<file path="config.mk">
export PLATFORM = sky130hd
export DESIGN_NAME = truth_table_sweeper
export DESIGN_NICKNAME = d
export VERILOG_FILES = /design/src/rtl/tt_sweep_pkg.sv /design/src/rtl/tt_majority_sampler.sv /design/src/rtl/truth_table_sweeper.sv
export SDC_FILE = /design/constraint.sdc
export NUM_CORES = 1
export LEC_CHECK = 0
export CAP_MARGIN = 30
export CELL_PAD_IN_SITES_DETAIL_PLACEMENT = 0
export CELL_PAD_IN_SITES_GLOBAL_PLACEMENT = 1
export CORE_ASPECT_RATIO = 0.9
export CORE_MARGIN = 4
export CORE_UTILIZATION = 40
export CTS_BUF_LIST = sky130_fd_sc_hd__clkbuf_4 sky130_fd_sc_hd__clkbuf_8
export CTS_CLUSTER_DIAMETER = 150
export CTS_CLUSTER_SIZE = 14
export DETAILED_ROUTE_END_ITERATION = 8
export PLACE_DENSITY_LB_ADDON = 0.1
export SYNTH_ARGS = -nofsm -noshare
export SYNTH_HDL_FRONTEND = slang
export SYNTH_HIERARCHICAL = 1
export SYNTH_SLANG_ARGS = --single-unit
</file>
<file path="constraint.sdc">
create_clock -name clk -period 1.6 [get_ports clk]
set_input_delay 0.32 -clock clk [delete_from_list [all_inputs] [get_ports clk]]
set_output_delay 0.32 -clock clk [all_outputs]
set_load 0.005 [all_outputs]
</file>
<file path="src/rtl/tt_sweep_pkg.sv">
// Shared types and sizing helpers for the truth-table sweeper.
package tt_sweep_pkg;

  typedef enum logic [1:0] {
    IDLE,
    SETTLE,
    SAMPLE,
    DONE
  } state_t;

  // Truth-code width for an n-input gate.
  function automatic int unsigned code_width(input int unsigned n);
    return 32'd1 << n;
  endfunction

  // Counter width able to hold 0 .. max(settle, samples)-1.
  function automatic int unsigned cnt_width(input int unsigned settle, input int unsigned samples);
    int unsigned m;
    m = (settle > samples) ? settle : samples;
    return (m <= 1) ? 1 : $clog2(m);
  endfunction

endpackage

</file>
<file path="src/rtl/tt_majority_sampler.sv">
// Majority voter over SAMPLES consecutive enabled cycles. vote is valid in the
// cycle where last is high and already includes that cycle's bit_in.
module tt_majority_sampler #(
  parameter int unsigned SAMPLES = 3
) (
  input  logic clk,
  input  logic rst,
  input  logic en,
  input  logic last,
  input  logic flush,
  input  logic bit_in,
  output logic vote
);

  localparam int unsigned OW = $clog2(SAMPLES + 1);

  logic [OW-1:0] ones;
  logic [OW:0]   total;

  // Ones seen so far plus the bit being presented now.
  always_comb begin
    total = {1'b0, ones} + (OW + 1)'(bit_in);
    vote  = (total > (OW + 1)'(SAMPLES / 2));
  end

  // Accumulate ones across the window; clear at window end or on flush.
  always_ff @(posedge clk or posedge rst) begin
    if (rst) begin
      ones <= '0;
    end else if (flush) begin
      ones <= '0;
    end else if (en) begin
      ones <= last ? '0 : ones + OW'(bit_in);
    end
  end

endmodule

</file>
<file path="src/rtl/truth_table_sweeper.sv">
// Truth-table sweeper: walks every input combination of an N_IN-input gate,
// waits SETTLE_CYCLES, samples its output and assembles the truth code
// (row 0 in the MSB). Build option TT_MAJORITY_VOTE_EN samples each row
// SAMPLES times and keeps the majority value.
module truth_table_sweeper
  import tt_sweep_pkg::*;
#(
  parameter int unsigned N_IN          = 3,
  parameter int unsigned SETTLE_CYCLES = 4,
  parameter int unsigned SAMPLES       = 3
) (
  input  logic                          clk,
  input  logic                          rst,
  input  logic                          start,
  input  logic                          abort,
  output logic [N_IN-1:0]               stim,
  input  logic                          dut_out,
  output logic                          busy,
  output logic                          done,
  output logic [code_width(N_IN)-1:0]   truth_code
);

  localparam int unsigned CW = code_width(N_IN);
  localparam int unsigned KW = cnt_width(SETTLE_CYCLES, SAMPLES);

  state_t          state, state_n;
  logic [N_IN-1:0] row, row_n, stim_n, bit_idx;
  logic [KW-1:0]   cnt, cnt_n;
  logic [CW-1:0]   shadow, shadow_n, code_n;
  logic            busy_n, done_n;
  logic            sample_bit, sample_last;

  // Row r lands in bit CW-1-r, which for an N_IN-bit row is simply ~r.
  assign bit_idx = ~row;

`ifdef TT_MAJORITY_VOTE_EN
  assign sample_last = (cnt == KW'(SAMPLES - 1));

  tt_majority_sampler #(
    .SAMPLES (SAMPLES)
  ) u_sampler (
    .clk    (clk),
    .rst    (rst),
    .en     (state == SAMPLE),
    .last   (sample_last),
    .flush  (abort && (state == SAMPLE)),
    .bit_in (dut_out),
    .vote   (sample_bit)
  );
`else
  assign sample_last = 1'b1;
  assign sample_bit  = dut_out;
`endif

  // Next-state and next-output logic; abort returns to IDLE without a result.
  always_comb begin
    state_n  = state;
    row_n    = row;
    cnt_n    = cnt;
    stim_n   = stim;
    busy_n   = busy;
    done_n   = 1'b0;
    shadow_n = shadow;
    code_n   = truth_code;
    case (state)
      IDLE: begin
        if (start) begin
          state_n  = SETTLE;
          row_n    = '0;
          stim_n   = '0;
          cnt_n    = '0;
          shadow_n = '0;
          busy_n   = 1'b1;
        end
      end
      SETTLE, SAMPLE: begin
        if (abort) begin
          state_n  = IDLE;
          row_n    = '0;
          stim_n   = '0;
          cnt_n    = '0;
          shadow_n = '0;
          busy_n   = 1'b0;
        end else if (state == SETTLE) begin
          if (cnt == KW'(SETTLE_CYCLES - 1)) begin
            state_n = SAMPLE;
            cnt_n   = '0;
          end else begin
            cnt_n = cnt + KW'(1);
          end
        end else if (!sample_last) begin
          cnt_n = cnt + KW'(1);
        end else begin
          shadow_n[bit_idx] = sample_bit;
          cnt_n             = '0;
          if (row == '1) begin
            // Outputs are registered, so the DONE cycle already shows the result.
            state_n = DONE;
            code_n  = shadow_n;
            done_n  = 1'b1;
            busy_n  = 1'b0;
            stim_n  = '0;
            row_n   = '0;
          end else begin
            state_n = SETTLE;
            row_n   = row + N_IN'(1);
            stim_n  = row + N_IN'(1);
          end
        end
      end
      DONE: begin
        state_n = IDLE;
      end
      default: begin
        state_n = IDLE;
      end
    endcase
  end

  // State and output registers with asynchronous reset.
  always_ff @(posedge clk or posedge rst) begin
    if (rst) begin
      state      <= IDLE;
      row        <= '0;
      cnt        <= '0;
      stim       <= '0;
      busy       <= 1'b0;
      done       <= 1'b0;
      shadow     <= '0;
      truth_code <= '0;
    end else begin
      state      <= state_n;
      row        <= row_n;
      cnt        <= cnt_n;
      stim       <= stim_n;
      busy       <= busy_n;
      done       <= done_n;
      shadow     <= shadow_n;
      truth_code <= code_n;
    end
  end

endmodule

</file>
Word level (Yosys, flattened, before mapping)
Index checks and enable logic that the tools add are counted.
Word-level totals
  output and inout bits: 13
  logic and storage cells: 64
  input bits: 5
  register bits: 25
Cells by class
  order comparisons: 2
  reductions and logical operators: 9
  add/subtract/negate cells: 2
  eq/ne operators: 9
  bitwise logic cells: 3
  muxes and demuxes: 32
Operator list (number)
  2-to-1 mux 8 bit: 3
  2-to-1 mux 2 bit: 9
  one-hot mux 8 bit (2 select lines): 1
  2-to-1 mux 3 bit: 4
  2-to-1 mux 1 bit: 9
  bitwise mux 8 bit: 1
  AND reduction 4 bit: 2
  == test 2 bit, second input constant: 3
  != test 3 bit, second input constant: 2
  one-hot mux 2 bit (3 select lines): 1
  one-hot mux 3 bit (2 select lines): 1
  less-than comparator 3 x 4 -> 1 bit, second input constant: 1
  != test 4 bit, second input constant: 1
  one-hot mux 2 bit (2 select lines): 1
  AND reduction 2 bit: 2
  adder 3 x 1 -> 3 bit, second input constant: 1
  demux 1 bit (select 3 bit): 1
  == test 3 bit, second input constant: 1
  >= comparator 3 x 1 -> 1 bit, second input constant: 1
  inverter 3 bit: 1
  AND reduction 3 bit: 1
  adder 2 x 1 -> 2 bit, second input constant: 1
  == test 2 x 1 -> 1 bit, second input constant: 1
  zero test 2 bit: 1
  6 further kinds: 7

Logic depth before layout (Yosys ltp)
Gate-level depths: netlist of run 1.
  depth in word-level cells: 9
  mapped depth: 8
  gate-level depth less buffers: 5

Worst setup path before layout of run 1
Ideal clock, no wire load.
  path type: register to register
  from: register state[0]
  to: register row[1]
  stages on the path, launching flop included: 6
  buffers on the path: 0
  library setup time: 0.125 ns
  data required time: 1.475 ns
  arrival time: 1.504 ns
  period minus slack after synthesis: 1.629 ns
  path slack: -0.029 ns
  cell sequence: dfrtp_1 -> inv_1 -> ha_1 -> nor2b_1 -> a21oi_1 -> mux2_2
Between the ends
  word-level cells in the longest chain between the ends: 4
  elaborated cells between the ends (all ways): 9
  those cells by class: eq/ne: 4; mux: 1; reduce/logical: 4
Ends and longest elaborated chain
  from (decl): RTL line truth_table_sweeper.sv:26  | state_t state, state_n;
  from (signal assigned): RTL line truth_table_sweeper.sv:132  | state <= state_n;
  == test 2 x 1 -> 1 bit or == test 2 bit (tied branches): RTL line truth_table_sweeper.sv:65, truth_table_sweeper.sv:84
  OR reduction 2 bit: RTL line truth_table_sweeper.sv:65  | case (state)
  != test 3 bit (no source line) or nonzero test 2 bit (tied branches)
  AND reduction 3 bit (no source line)
  to (signal assigned): RTL line truth_table_sweeper.sv:133  | row <= row_n;
  to (decl): RTL line truth_table_sweeper.sv:27  | logic [N_IN-1:0] row, row_n, stim_n, bit_idx;
Several ways; a longest one is shown, not always the timed one.
A chain may end at the register's enable or synchronous reset.

Final worst setup path of run 1
  from: register state[1]
  to: register cnt[0]
Between the ends
  word-level cells in the longest chain between the ends: 4
  elaborated cells between the ends (all ways): 10
  those cells by class: eq/ne: 3; mux: 3; reduce/logical: 4
Ends and longest elaborated chain
  == test 2 x 1 -> 1 bit or == test 2 bit (tied branches): RTL line truth_table_sweeper.sv:65, truth_table_sweeper.sv:84
  2-to-1 mux 2 bit or OR reduction 2 bit (tied branches): RTL line truth_table_sweeper.sv:84, truth_table_sweeper.sv:65
  2-to-1 mux 2 bit or nonzero test 2 bit (tied branches)
  one-hot mux 2 bit (2 select lines) or AND reduction 2 bit (tied branches)
  to (signal assigned): RTL line truth_table_sweeper.sv:134  | cnt <= cnt_n;
  to (decl): RTL line truth_table_sweeper.sv:28  | logic [KW-1:0] cnt, cnt_n;
Several ways; a longest one is shown, not always the timed one.

==> results of run 1 <==
-- per-stage QoR --
step	cells	area [µm²]	power [W]	util, %	TNS, ps
2_1_floorplan	112	1270	0.00138	-	0
3_3_place_gp	174	1570	0.00176	51.5	-1560
3_5_place_dp	174	1570	0.00177	51.5	-2210
4_1_cts	185	1660	0.00215	54.7	0
5_1_grt	189	1770	0.00242	58.2	-63.3
6_report	189	1770	0.00226	58.2	0
-- power groups by stage --
stage / Combinational [W] / Clock (W) / Sequential (W)
after floorplan: 0.000590 / 0 / 0.000787
after detailed placement: 0.000981 / 0 / 0.000792
final: 0.00119 / 0.000291 / 0.000771
after global routing: 0.00131 / 0.000335 / 0.000781
after global placement: 0.000970 / 0 / 0.000789
after CTS: 0.00108 / 0.000301 / 0.000770
-- flip-flops by register name (all words and copies together), names as in the netlist --
signal / cells
truth_code: 8
cnt: 2
state: 2
done: 1
busy: 1
shadow: 8
row: 3
-- kinds of logic after synthesis --
logic type	after synthesis	synth area share, %
AOI/OAI and AO/OA	25	13.9
adders and majority gates	7	6.98
buffers and inverters	14	4.79
DFF	25	49.9
muxes	14	11.7
and+or+nand+nor	27	12.9
-- final timing paths --
check | depth (start not counted) | to
hold / removal | 3 | busy$_DFFE_PP0P_
min in group clk | 1 | cnt[0]$_DFFE_PP0P_
setup reg to reg | 5 | cnt[0]$_DFFE_PP0P_
setup / recovery | 5 | cnt[0]$_DFFE_PP0P_
hold reg to reg | 1 | cnt[0]$_DFFE_PP0P_
max in group asynchronous | 3 | row[2]$_DFFE_PP0P_
-- routing by layer --
layer,GRT usage [%],vias up
li1,-,471
met1,18.2,460
met2,23.4,18
met3,3.28,7
met4,7.51,0
met5,0,-
-- cell type report --
| type | count | area (µm²) | area share [%] |
|---|---|---|---|
| flip-flops and latches | 25 | 627 | 35.4 |
| repair buffers | 40 | 398 | 22.5 |
| clock buffers | 3 | 22.5 | 1.27 |
| clock inverters | 1 | 5.00 | 0.283 |
| multi-input cells | 73 | 647 | 36.5 |
| well taps | 42 | 52.6 | 2.97 |
| inverters | 5 | 18.8 | 1.06 |
-- synth_stat cells --
cell,count
nor2_1,9
o22ai_1,1
o21ai_1,1
nand2b_2,1
and4bb_2,1
buf_2,6
dfrtp_1,25
nor3b_1,5
nor2b_1,2
nor3_1,1
mux2i_2,1
inv_1,5
a31oi_1,1
o2bb2ai_1,9
mux2i_1,11
nand2_1,2
nand3b_1,3
o32ai_1,2
buf_1,1
a21oi_1,9
ha_1,7
nand3_1,1
or4b_1,1
a21o_1,2
clkbuf_1,2
or3_1,1
mux2_2,2
-- worst max-delay path, delay by kind of cell, from the launching register on --
kind / cells / cell delay [ps]
AO/OA/AOI/OAI: 1 / 150
adder cells (fa/ha/maj): 1 / 310
AND/OR/NAND/NOR: 2 / 610
buffers and inverters: 1 / 70
flip-flops: 1 / 390
-- what timing repair did --
item                                    CTS  global route
hold endpoints to repair                  0             0
resized for setup                         9            15
endpoints found under the setup margin   15            12
pin swaps                                 3             1
cloned                                    0             1
setup buffers                             7             3
==> out/summary.txt, run 1 <==
crit path capture type = flop
Seq/Total Area, Yosys = 49.9%
GPL Wtd Cong = 0.858
Die ar. = 4100 µm²
grt total ovfl = 0
initial antenna violation count = 0
port buffer count = 17
status = completed
Post-Synthesis Cells = 112
# IOs = 18
Diodes inserted = 0
leakage = 0.844 nW
fin crit share = 99.3%
CTS HTree Levels = 1
Setup Crit Path Kind = flop to flop
Slowest-stage cell, CP = or4b_4
Relative slew margins = 78.0%
Final Hold Vio Count = 0
Slew Viols, Final = 0
Power Density = 1270 nW/µm²
top cell type's share of synthesized area = 49.9%
total CTS buffers = 3
top cells by area, synth = dfrtp_1, mux2i_1, ha_1, o2bb2ai_1, a21oi_1
post-route worst setup slack = 11.5 ps
area growth from synthesis to layout = 41.1%
syn avg cell area = 11.2 µm²
fin nets = 160
die width = 67.0 µm
WL met2 = 1300 µm
cell row count = 19
TritonCTS clock tree = yes
Critical Path Source Type = flop
met3 routed WL = 94 µm
most frequent cells in the layout = dfrtp_1, buf_4, clkdlybuf4s50_1, mux2i_1, o2bb2ai_1
CTS sink count = 25
DR pass1 iterations = 4
first-pass GRT wire length = 4320 µm
Worst-Skew Late Latency = 320 ps
worst vdd ir = 0.000982 V
die span in y = 61.1 µm
Hold Slack = 326 ps
Worst-Margin Slew = 330 ps
commonest non-fill, non-tap cell in the layout = dfrtp_1
#FFs+latches synth = 25
Internal = 0.00149 W
min Tclk post-route = 1590 ps
Max Cap Violations = 0
area leader, netlist = dfrtp_1
clock power share = 12.9%
combinational power share = 52.9%
crit path DAT = 1850 ps
RSZ-0062 raised after global routing = true
First DRT Iteration DRCs = 26
Sequential Power Share = 34.2%
layout cell share with drive strength beyond 1 = 32.0%
pre-CTS WS = -232 ps
switching share of total power = 34.1%
post-synth cell types = 27
NetSw = 0.000769 W
residual DRC count = 0
Tot GR Track Use = 14.4%
DP HPWL = 1810 µm
vias after detailed routing = 956
Worst EP required = 1860 ps
Root Driver = clkbuf_4
Finish-stage setup viols = 0
M1 WL = 1370 µm
wire per inst = 14.9 µm
Setup crit start = state[1]$_DFFE_PP0P_
synthesized cell area = 1250 µm²
Fmax achieved = 0.630 GHz
crit-path max cell delay = 530 ps
Hold Buf Count CTS = 0
vias in the first global route = 923
worst-path fanout max = 6
worst-path cell chain = inv_2, ha_4, nand2b_2, or4b_4, o21ai_2
Fillers = 284
largest net degree at the start of global routing = 26
clk slew on worst S/H paths = 140 ps
Vias/cell = 5.06
syn_nets = 124
max layer used = met4
Clock Tree Buf Depth = 2
Synth warnings = 6
DRT Wirelength = 2820 µm
worst reg2reg setup slack = 10 ps
worst hold path type = primary input to async pin
Starting Density = 41.2%
Core ar. = 3040 µm²
reg2reg start = state[1]$_DFFE_PP0P_
Fin Clk Skew = 2.71 ps
ANT nets after route = 0
No activity file was read; power rests on OpenSTA's default activity.
==> inputs of run 2 (changes only) <==
Settings changed: MAX_ROUTING_LAYER set to met4.
==> run 2 against run 1 <==
- clock skew grew 6.5 ps
- critical path depth is the same
- largest cell class unchanged
- setup slack gained 1.0 ps
- largest power group unchanged
==> out/summary.txt, run 2 (same netlist as run 1, synthesis figures left out) <==
status = completed
cell row count = 19 (unchanged)
Max Cap Violations = 0 (unchanged)
Fillers = 284 (unchanged)
Critical Path Source Type = flop
worst-path cell chain = inv_2, ha_4, nand2b_2, or4b_4, o21ai_2
GPL Wtd Cong = 0.871 (+1.6%)
DP HPWL = 1810 µm (unchanged)
crit-path max cell delay = 530 ps (about the same)
layout cell share with drive strength beyond 1 = 32.0% (unchanged)
Core ar. = 3040 µm² (unchanged)
Worst-Margin Slew = 328 ps (-2.66 ps)
wire per inst = 14.9 µm (+0.32%)
Worst-Skew Late Latency = 330 ps (about the same)
commonest non-fill, non-tap cell in the layout = dfrtp_1
Starting Density = 41.2% (unchanged)
CTS HTree Levels = 1 (unchanged)
port buffer count = 17 (unchanged)
worst reg2reg setup slack = 10 ps (about the same)
RSZ-0062 raised after global routing = true
crit path DAT = 1850 ps (about the same)
Slew Viols, Final = 0 (unchanged)
min Tclk post-route = 1590 ps (-0.997 ps)
Worst EP required = 1860 ps (about the same)
M3 GR Usage = 2.74% (-0.55 points)
initial antenna violation count = 0 (unchanged)
fin util = 58.2% (unchanged)
Finish-stage setup viols = 0 (unchanged)
# IOs = 18 (unchanged)
DR pass1 iterations = 4 (unchanged)
switching share of total power = 34.2% (+0.086 points)
most frequent cells in the layout = dfrtp_1, buf_4, clkdlybuf4s50_1, mux2i_1, o2bb2ai_1
Tot GR Track Use = 14.9% (+0.43 points)
clk slew on worst S/H paths = 150 ps (about the same)
Relative slew margins = 78.2% (+0.18 points)
met2 Resource Use GR = 23.4% (unchanged)
First DRT Iteration DRCs = 39 (+50%)
worst hold path type = primary input to async pin
Root Driver = clkbuf_4
total CTS buffers = 3 (unchanged)
Fmax achieved = 0.630 GHz (about the same)
first-pass GRT wire length = 4320 µm (unchanged)
Hold Buf Count CTS = 0 (unchanged)
worst vdd ir = 0.000976 V (-0.58%)
fin crit share = 99.2% (about the same)
R2R cell count = 5 (unchanged)
Power Density = 1280 nW/µm² (+0.12%)
Slowest-stage cell, CP = or4b_4
grt total ovfl = 0 (unchanged)
Internal = 0.00149 W (about the same)
M1 GR Usage = 18.4% (+0.23 points)
area growth from synthesis to layout = 41.1% (unchanged)
worst-path fanout max = 6 (unchanged)
Clock Tree Buf Depth = 2 (unchanged)
largest net degree at the start of global routing = 26 (unchanged)
DRT Wirelength = 2820 µm (+0.32%)
clock power share = 13.0% (about the same)
NetSw = 0.000772 W (+0.38%)
Sequential Power Share = 34.2% (about the same)
vias after detailed routing = 947 (-0.94%)
leakage = 0.844 nW (unchanged)
residual DRC count = 0 (unchanged)
busiest layer in global routing = met2
CTS sink count = 25 (unchanged)
ANT nets after route = 0 (unchanged)
die span in y = 61.1 µm (unchanged)
Vias/cell = 5.01 (-0.94%)
vias in the first global route = 922 (-0.11%)
Diodes inserted = 0 (unchanged)
# placed instances = 174 (unchanged)
combinational power share = 52.8% (about the same)
TritonCTS clock tree = yes
crit path capture type = flop
Fin Clk Skew = 9.21 ps (+6.49 ps)
Largest regs = shadow (8), truth_code (8), row (3)
Die ar. = 4100 µm² (unchanged)
Setup Crit Path Kind = flop to flop
post-route insts no fill = 189 (unchanged)
fin nets = 160 (unchanged)
Final Hold Vio Count = 0 (unchanged)
die width = 67.0 µm (unchanged)
-- run 2: cell counts in the layout (fill, tap and decap cells not counted) --
Identical to the previous run, type by type.
-- run 2: layer usage --
metal	vias up	wire [µm]	part of all wire, %
met2	16	1270	45
li1	470	-	-
met4	0	56	2.0
met3	7	69	2.4
met5	-	0	0
met1	454	1430	50
-- run 2: worst paths after layout --
kind,startpoint,endpoint
worst min register to register,cnt[0]$_DFFE_PP0P_,cnt[0]$_DFFE_PP0P_
worst max-delay path,state[1]$_DFFE_PP0P_,cnt[0]$_DFFE_PP0P_
worst min-delay path,rst,truth_code[6]$_DFFE_PP0P_
worst max register to register,state[1]$_DFFE_PP0P_,cnt[0]$_DFFE_PP0P_
min in group clk,cnt[0]$_DFFE_PP0P_,cnt[0]$_DFFE_PP0P_
max in group asynchronous,rst,row[2]$_DFFE_PP0P_
-- run 2: per-stage QoR --
step                      total power, W  setup slack [ps]  hold WS [ps]  area, µm²  setup TNS (ps)
after floorplan                  0.00138              33.6           347       1270               0
after global placement           0.00176              -147           470       1570           -1560
after detailed placement         0.00177              -232           473       1570           -2210
after CTS                        0.00215              16.1           332       1660               0
after global routing             0.00243             -57.6           353       1770           -62.3
final                            0.00226              12.5           320       1770               0
-- run 2: area by class of cell --
type	instances	area [µm²]	share of cell area, %
inverter	5	18.8	1.06
clock inverter	1	5.00	0.283
clock buffer	3	22.5	1.27
tap	42	52.6	2.97
sequential	25	627	35.4
multi-input combinational	73	647	36.5
timing repair buffer	40	398	22.5
-- run 2: critical path: cells and delay by family (launching register included) --
family	cells	cell delay [ps]
AND/OR/NAND/NOR	2	610
flip-flops	1	390
adder cells (fa/ha/maj)	1	310
AO/OA/AOI/OAI	1	150
buffers and inverters	1	70
-- run 2: power groups by stage --
stage | registers (W) | clock network, W | logic [W]
final | 0.000772 | 0.000294 | 0.00119
after global routing | 0.000781 | 0.000339 | 0.00131
after CTS | 0.000770 | 0.000301 | 0.00108
after detailed placement | 0.000792 | 0 | 0.000981
after global placement | 0.000789 | 0 | 0.000970
after floorplan | 0.000787 | 0 | 0.000590
-- run 2: what timing repair did --
item | 4_1_cts | 5_1_grt
hold endpoints to repair | 0 | 0
cloned | 0 | 1
pin swaps | 3 | 1
gates resized for setup | 9 | 15
buffers inserted | 7 | 3
setup endpoints to repair | 15 | 12
